`src/rtl/uart_rx.sv`:
```
// 8N1 UART receiver: 2-flop line synchroniser, mid-bit sampling from a baud counter,
// one-cycle valid / frame_error pulses. States: IDLE wait start | START validate | DATA shift | STOP check | BRK wait line high.
module uart_rx #(
  parameter int CLK_FREQ   = 50000000,
  parameter int BAUDRATE   = 9600,
  parameter int DATA_WIDTH = 8
) (
  input  logic                  clk,
  input  logic                  reset_n,
  input  logic                  line,
  output logic [DATA_WIDTH-1:0] data,
  output logic                  valid,
  output logic                  frame_error,
  output logic                  busy
);

  localparam int CLKS_PER_BIT = CLK_FREQ / BAUDRATE;
  localparam int HALF_BIT     = CLKS_PER_BIT / 2;
  localparam int CNT_W        = $clog2(CLKS_PER_BIT);
  localparam int IDX_W        = $clog2(DATA_WIDTH + 1);

  localparam logic [CNT_W-1:0] CNT_HALF = CNT_W'(HALF_BIT - 1);
  localparam logic [CNT_W-1:0] CNT_LAST = CNT_W'(CLKS_PER_BIT - 1);
  localparam logic [IDX_W-1:0] IDX_LAST = IDX_W'(DATA_WIDTH - 1);

  localparam logic [2:0] S_IDLE  = 3'd0;
  localparam logic [2:0] S_START = 3'd1;
  localparam logic [2:0] S_DATA  = 3'd2;
  localparam logic [2:0] S_STOP  = 3'd3;
  localparam logic [2:0] S_BRK   = 3'd4;

  logic                  sync1_q;
  logic                  rx_s;
  logic [2:0]            state_q, state_d;
  logic [CNT_W-1:0]      cnt_q, cnt_d;
  logic [IDX_W-1:0]      idx_q, idx_d;
  logic [DATA_WIDTH-1:0] shift_q, shift_d;
  logic [DATA_WIDTH:0]   shift_ext;
  logic [DATA_WIDTH-1:0] data_q, data_d;
  logic                  done_q, done_d;
  logic                  valid_q, valid_d;
  logic                  fe_q, fe_d;

  always_ff @(posedge clk or negedge reset_n) begin
    if (!reset_n) begin
      sync1_q <= 1'b1;
      rx_s    <= 1'b1;
    end else begin
      sync1_q <= line;
      rx_s    <= sync1_q;
    end
  end

  always_comb begin
    state_d   = state_q;
    cnt_d     = cnt_q + CNT_W'(1);
    idx_d     = idx_q;
    shift_d   = shift_q;
    shift_ext = {rx_s, shift_q};
    data_d    = data_q;
    done_d    = 1'b0;
    valid_d   = 1'b0;
    fe_d      = 1'b0;

    // A good stop bit publishes the word on the following edge.
    if (done_q) begin
      data_d  = shift_q;
      valid_d = 1'b1;
    end

    case (state_q)
      S_IDLE: begin
        if (!rx_s) state_d = S_START;
      end
      S_START: begin
        if (cnt_q == CNT_HALF) begin
          idx_d   = '0;
          state_d = rx_s ? S_IDLE : S_DATA;
        end
      end
      S_DATA: begin
        if (cnt_q == CNT_LAST) begin
          shift_d = shift_ext[DATA_WIDTH:1];
          idx_d   = idx_q + IDX_W'(1);
          if (idx_q == IDX_LAST) state_d = S_STOP;
        end
      end
      S_STOP: begin
        if (cnt_q == CNT_LAST) begin
          if (rx_s) begin
            done_d  = 1'b1;
            state_d = S_IDLE;
          end else begin
            fe_d    = 1'b1;
            state_d = S_BRK;
          end
        end
      end
      S_BRK: begin
        if (rx_s) state_d = S_IDLE;
      end
      default: state_d = S_IDLE;
    endcase

    if (state_d != state_q) cnt_d = '0;
  end

  always_ff @(posedge clk or negedge reset_n) begin
    if (!reset_n) begin
      state_q <= S_IDLE;
      cnt_q   <= '0;
      idx_q   <= '0;
      shift_q <= '0;
      data_q  <= '0;
      done_q  <= 1'b0;
      valid_q <= 1'b0;
      fe_q    <= 1'b0;
    end else begin
      state_q <= state_d;
      cnt_q   <= cnt_d;
      idx_q   <= idx_d;
      shift_q <= shift_d;
      data_q  <= data_d;
      done_q  <= done_d;
      valid_q <= valid_d;
      fe_q    <= fe_d;
    end
  end

  assign data        = data_q;
  assign valid       = valid_q;
  assign frame_error = fe_q;
  assign busy        = (state_q != S_IDLE);

endmodule

```
`config.mk`:
```
export PLATFORM = sky130hd
export DESIGN_NAME = uart_rx
export DESIGN_NICKNAME = d
export VERILOG_FILES = /design/src/rtl/uart_rx.sv
export SDC_FILE = /design/constraint.sdc
export NUM_CORES = 1
export LEC_CHECK = 0
export BUFFER_PORTS_ARGS = -buffer_cell sky130_fd_sc_hd__buf_2
export CAP_MARGIN = 20
export CELL_PAD_IN_SITES_DETAIL_PLACEMENT = 1
export CELL_PAD_IN_SITES_GLOBAL_PLACEMENT = 1
export CORE_MARGIN = 5
export CORE_UTILIZATION = 52
export CTS_BUF_LIST = sky130_fd_sc_hd__clkbuf_8 sky130_fd_sc_hd__clkbuf_16
export CTS_CLUSTER_SIZE = 14
export DETAILED_ROUTE_END_ITERATION = 8
export PLACE_DENSITY = 0.93
export SLEW_MARGIN = 40
export SYNTH_ARGS = -nofsm -noshare
export SYNTH_HDL_FRONTEND = slang
export SYNTH_SLANG_ARGS = --single-unit
```
`constraint.sdc`:
```
create_clock -name clk -period 5.55 [get_ports clk]
set_input_delay 0.2775 -clock clk [delete_from_list [all_inputs] [get_ports clk]]
set_output_delay 0.2775 -clock clk [all_outputs]
set_load 0.05 [all_outputs]
```
==> results of run 1 <==
-- cell type report --
| type | instances | area, um2 | share of cell area |
|---|---|---|---|
| multi-input combinational | 112 | 885 | 0.404 |
| timing repair buffer | 14 | 77.6 | 0.0354 |
| inverter | 6 | 22.5 | 0.0103 |
| sequential | 41 | 1030 | 0.470 |
| tap | 48 | 60.1 | 0.0274 |
| clock inverter | 2 | 33.8 | 0.0154 |
| clock buffer | 6 | 82.6 | 0.0377 |
-- sequential cells by signal, indices dropped and copies added (netlist names) --
signal,cells
idx_q,4
cnt_q,13
frame_error,1
done_q,1
sync1_q,1
valid,1
rx_s,1
state_q,3
data,8
shift_q,8
-- kinds of logic (layout without fill, tap and decap cells) --
group | Yosys count | in the layout | share of synthesized area
adders and majority gates | 2 | 2 | 0.0126
DFF | 41 | 41 | 0.519
buffers and inverters | 13 | 28 | 0.0341
and+or+nand+nor | 58 | 58 | 0.194
xor gates and xnor gates | 13 | 13 | 0.0575
muxes | 17 | 17 | 0.0967
AOI/OAI and AO/OA | 22 | 22 | 0.0859
-- layout by cell type (no fill, tap or decap), types with 2 or more instances in the layout --
master    count
nor3_1        6
nor4_1        2
xnor2_1       5
dfstp_2       2
xor2_1        8
nor4b_1       2
o21a_1       12
dfrtp_1      39
nand2_1       8
clkbuf_8      6
a21oi_1       3
nand3_1       8
inv_1         7
nand4b_1      2
buf_2        12
nor2_1       10
mux2_2       17
ha_1          2
nor4bb_1      3
nand4_1       4
nor4_4        2
-- how the worst min path moves through the flow --
stage / from / endpoint / slack, ps / depth (start not counted)
2_1_floorplan: reset_n / cnt_q[0] / -20 / 0
3_3_place_gp: sync1_q / rx_s / 350 / 0
3_5_place_dp: reset_n / cnt_q[9] / 290 / 1
4_1_cts: line / sync1_q / 70 / 1
5_1_grt: line / sync1_q / 60 / 1
6_report: line / sync1_q / 80 / 1
-- metal layers --
metal	global-route usage	share of wire
met1	0.248	0.41
met2	0.362	0.52
met3	0.0701	0.032
met4	0.104	0.033
met5	0	0
-- worst reg2reg max path, delay by kind of cell (launching register included) --
family / cells / cell delay, ps
muxes: 1 / 310
adders and majority gates: 1 / 370
DFF: 1 / 410
and+or+nand+nor: 4 / 1440
-- metrics by stage --
step                 util  hold slack (ps)  power, uW
detailed placement  0.559              287        314
finish              0.594             78.8        554
floorplan               -            -18.1        307
global placement    0.559              346        313
CTS                 0.594             70.1        560
global route        0.594             57.4        580
-- where the power goes --
group	switching, uW	internal, uW	leakage, uW	total, uW
Clock	101	145	0.0000626	245
Sequential	0.875	300	0.000551	301
Combinational	6.21	1.47	0.000427	7.68
Total	108	446	0.00104	554
==> flow_summary.ini, run 1 <==
[synthesis]
ys_types = 40
syn_nets = 171
synth_area_leaders = dfrtp_1 49%, mux2_2 9.7%, o21a_1 4.5%
synthCells = 166
async_flop_share = 1.00
synth_area_per_cell_um2 = 11.9
netlist_area_um2 = 1980
ys.flop_type = dfrtp_1
yosysMostFrequentCell = dfrtp_1
yosysTopAreaCellShare = 0.493
synth_seq_area_share = 0.519
yosys_warnings = 0
synth-seq-cells = 41
synth_edf_count = 0
synth_top_cell_by_area = dfrtp_1
ys_top_cells_by_count = 39 x dfrtp_1, 17 x mux2_2, 12 x o21a_1

[sta]
fin_crit_sh = 0.477
hold_viol_final = 0
rsz0062_at_grt = no
setup_tns_ps = 0
relSlewSlack = 0.501
finalWorstSetupSlack_ps = 2910
worst_slew_pin_slew_ps = 743
period_minus_slack_ps = 2640
finClkSkew_ps = 6.15
finalSetupViolations = 0
max_freq_mhz = 378
slew_viol_final = 0

[setup_path]
cp_max_fo = 7
r2r_cells = 6
crit_type = register to register
path_cells = ha_1 > nor4bb_1 > nand4_1 > nor3_1 > nor2_1 > mux2_2
startpoint = cnt_q[0]
crit_path_end = idx_q[0]
slowest_stage = nor3_1
regToRegEndpoint = idx_q[0]
critical_path_depth = 6
cp_data_arrival_time_ps = 2820
slowest_delay_ps = 560
r2r_slack_ps = 2910
cp_top_family = simple AND/OR/NAND/NOR gates
path_buf_inv = 0
r2r_start = cnt_q[0]
critPathLaunchType = register
cp.required_ps = 5730
cp-end-kind = register

[final_layout]
fin_nets = 185
area_growth_pct = 10.5
fin_cells = 229
nFillCells = 408
n_antenna_cell = 0
drive_gt1_frac = 0.265
final_area_um2 = 2190

[routing]
antenna_left = 0
via_per_inst = 6.07
wl_per_cell_um = 21.2
first_iter_violations = 83
drc = 0
dr.pass1.iters = 4
num_vias = 1390
finalWirelength_um = 4850

[place]
dp_cells = 220
hpwl_um = 3160
numPortBuffers = 13
dpl_worst_slack_ps = 3090
placed_cell_area_um2 = 2060
place.gp.congestion = 0.890

[flow_run]
max_cap_violations = 0

[clock_tree]
cts.htree.levels = 2
cts_buffer_depth = 2
tritoncts = done
cts_resized = 0
clk_latency_ps = 290
ctsHoldBuffers = 1
clock_sinks = 41
cts_setup_buffers = 0
cts_buffers = 5
clkTransAtPathRegs_ps = 80
cts-root-buf = clkbuf_8

[global_route]
first_global_vias = 1598
grt_start_max_net_pins = 42
antenna_found_initial = 0
grtUsageTotal = 0.216
grt_pass1_wl_um = 8310
grt_overflow_total = 0

[floorplan]
fp.dieH_um = 71.7
core_area_um2 = 3690
ios = 14
dieArea_um2 = 5140
num_rows = 22
die_w_um = 71.7
start_util = 0.537

[power]
power.leakage_uw = 0.00104
p_per_area_nw_per_um2 = 253
vdd_ir_drop_max_mv = 0.162

[run_status]
status = finished clean

[min_path]
min_path_type = primary input to register
No activity file was read; power rests on OpenSTA's default activity.
==> run 2, diff against run 1 <==
--- a/config.mk
+++ b/config.mk
@@ -5,16 +5,17 @@
 export SDC_FILE = /design/constraint.sdc
 export NUM_CORES = 1
 export LEC_CHECK = 0
+export ABC_AREA = 1
 export BUFFER_PORTS_ARGS = -buffer_cell sky130_fd_sc_hd__buf_2
 export CAP_MARGIN = 20
 export CELL_PAD_IN_SITES_DETAIL_PLACEMENT = 1
 export CELL_PAD_IN_SITES_GLOBAL_PLACEMENT = 1
 export CORE_MARGIN = 5
-export CORE_UTILIZATION = 52
+export CORE_UTILIZATION = 45
 export CTS_BUF_LIST = sky130_fd_sc_hd__clkbuf_8 sky130_fd_sc_hd__clkbuf_16
 export CTS_CLUSTER_SIZE = 14
 export DETAILED_ROUTE_END_ITERATION = 8
-export PLACE_DENSITY = 0.93
+export PLACE_DENSITY = 0.86
 export SLEW_MARGIN = 40
 export SYNTH_ARGS = -nofsm -noshare
 export SYNTH_HDL_FRONTEND = slang
==> constraint.sdc (replaced) <==
create_clock -name clk -period 2.8 [get_ports clk]
set_input_delay 0.14 -clock clk [delete_from_list [all_inputs] [get_ports clk]]
set_output_delay 0.14 -clock clk [all_outputs]
set_load 0.05 [all_outputs]
==> run 2 against run 1 <==
Net effect:
- first-iteration DRC count is 4.8% lower
- global-route usage fell by 6.9 points
- clock power increased by 71%
- sequential power up 98%
- flip-flop and latch count is the same
- wire length down 21%
==> flow_summary.ini, run 2 <==
[final_layout]
mostFrequentLayoutCells = 39 x dfrtp_1, 35 x nand2_1, 22 x nor2_1
n_antenna_cell = 0
fin_nets = 239
nFillCells = 541
fin_cells = 287
area_growth_pct = 11.7
largest_reg_flops = 13
regMostFlops = cnt_q
layout.cells.most_common = dfrtp_1
drive_gt1_frac = 0.255

[clock_tree]
clock_sinks = 41
cts-root-buf = clkbuf_8
clkTransAtPathRegs_ps = 80
ctsHoldBuffers = 2
cts_resized = 0
tritoncts = done
clk_latency_ps = 290
cts_buffer_depth = 2
cts_setup_buffers = 0
cts_buffers = 5
cts.htree.levels = 2

[synthesis]
synth_area_leaders = dfrtp_1 50%, nand2_1 6.7%, nor2_2 4.5%
ys.flop_type = dfrtp_1
syn_nets = 221
ys_types = 31
synth_top_cell_by_area = dfrtp_1
netlist_area_um2 = 1960
synth_edf_count = 0
yosys_warnings = 0
yosysTopAreaCellShare = 0.497
synth_seq_area_share = 0.524
ys_top_cells_by_count = 39 x dfrtp_1, 35 x nand2_1, 22 x nor2_1
async_flop_share = 1.00
yosysMostFrequentCell = dfrtp_1
synth_area_per_cell_um2 = 9.08
synth-seq-cells = 41
synthCells = 216

[place]
hpwl_um = 2850
dpl_worst_slack_ps = 886
numPortBuffers = 13
dp_cells = 277
place.gp.congestion = 0.796

[floorplan]
fp.dieH_um = 76.0
die_w_um = 76.0
ios = 14
start_util = 0.457
num_rows = 24
dieArea_um2 = 5780
core_area_um2 = 4290

[power]
fin_total_pwr_uw = 1030
p_per_area_nw_per_um2 = 470
comb_power_share = 0.015
swShare = 0.204
switchingPower_uw = 211
power.share.sequential = 0.578
vdd_ir_drop_max_mv = 0.223
cellInternalPower_uw = 821
power.leakage_uw = 0.00102
clkPwrFrac = 0.407

[routing]
antenna_left = 0
first_iter_violations = 79
finalWirelength_um = 3850
via_per_inst = 5.11
dr.pass1.iters = 4
wl_per_cell_um = 13.4
num_vias = 1468
drc = 0

[flow_run]
max_cap_violations = 0

[setup_path]
cp.required_ps = 2960
path_cells = ha_1 > nand2_2 > nor2_2 > nand3_4 > a21oi_2 > nand3_2 > nand2_1 > nand2_1 > nand2_2 > nor2_1
critPathLaunchType = register
cp_data_arrival_time_ps = 2060
path_buf_inv = 0
slowest_stage = dfrtp_1
cp_top_family = simple AND/OR/NAND/NOR gates
slowest_delay_ps = 380
cp-end-kind = register
cp_max_fo = 13
crit_type = register to register

[sta]
finalWorstSetupSlack_ps = 904
period_minus_slack_ps = 1900
setup_tns_ps = 0
relSlewSlack = 0.641
finClkSkew_ps = 9.62
finalSetupViolations = 0
rsz0062_at_grt = no
fin_crit_sh = 0.677
slew_viol_final = 0
worst_slew_pin_slew_ps = 538
max_freq_mhz = 528
hold_viol_final = 0

[global_route]
first_global_vias = 1570
grt_overflow_total = 0
grtUsageTotal = 0.147
antenna_found_initial = 0
grt_pass1_wl_um = 7090
grt_start_max_net_pins = 42

[min_path]
min_path_type = primary input to async pin

[run_status]
status = finished clean
-- run 2: changes by cell type after synthesis, sizes merged, moves of 3 or more --
cell / delta
nand3: +3
nand2: +30
o21a: -12
nand4: +4
mux2: -15
nor2: +27
inv: +22
o21ai: +8
a21oi: +6
nor4bb: -3
xnor2: -4
-- run 2: cell type report --
| class | instances | area [um2] | area share |
|---|---|---|---|
| Clock buffer | 7 | 96.3 | 0.0439 |
| Clock inverter | 1 | 5.00 | 0.00228 |
| Inverter | 28 | 105 | 0.0479 |
| Multi-Input combinational cell | 143 | 805 | 0.367 |
| Sequential cell | 41 | 1030 | 0.469 |
| Tap cell | 52 | 65.1 | 0.0297 |
| Timing Repair Buffer | 15 | 87.6 | 0.0400 |
-- run 2: worst paths after layout --
kind                       startpoint         end  slack, ps  depth (start not counted)
hold / removal                reset_n  shift_q[6]        360                          2
setup / recovery             cnt_q[0]    cnt_q[0]        900                         10
hold reg to reg               sync1_q        rx_s        360                          0
min in group clk              sync1_q        rx_s        360                          0
max in group asynchronous     reset_n        rx_s       2080                          2
setup reg to reg             cnt_q[0]    cnt_q[0]        900                         10
-- run 2: kinds of logic after synthesis --
kind of cell | synth area share
XOR/XNOR | 0.0491
adder cells (fa/ha/maj) | 0.0128
AO/OA/AOI/OAI | 0.0580
buffers and inverters | 0.0657
multiplexers | 0.0115
AND/OR/NAND/NOR | 0.279
flip-flops | 0.524
-- run 2: power groups by stage --
stage	sequential, uW	combinational, uW	clock (uW)
finish	596	15.8	420
global route	596	19.3	461
CTS	595	16.7	435
detailed placement	607	14.5	0
global placement	607	14.3	0
floorplan	607	0.921	0
-- run 2: routing by layer --
| layer | up-vias | global-route usage | wire (um) | part of all wire |
|---|---|---|---|---|
| met5 | - | 0 | 0 | 0 |
| met4 | 0 | 0.0480 | 53 | 0.014 |
| met3 | 6 | 0.0378 | 141 | 0.037 |
| met2 | 19 | 0.252 | 1920 | 0.50 |
| met1 | 721 | 0.180 | 1730 | 0.45 |
| li1 | 722 | - | - | - |
-- run 2: through the flow --
stage	hold slack, ps	area (um2)	util
final	359	2190	0.510
after floorplan	-156	1960	-
after CTS	360	2190	0.510
after detailed placement	148	2070	0.482
after global placement	246	2070	0.482
after global routing	363	2190	0.510
-- run 2: worst register-to-register path, delay by kind of cell (launching register included) --
kind            cells  cell delay (ps)
compound gates      1              180
flops               1              380
fa+ha+maj           1              230
simple gates        8              990
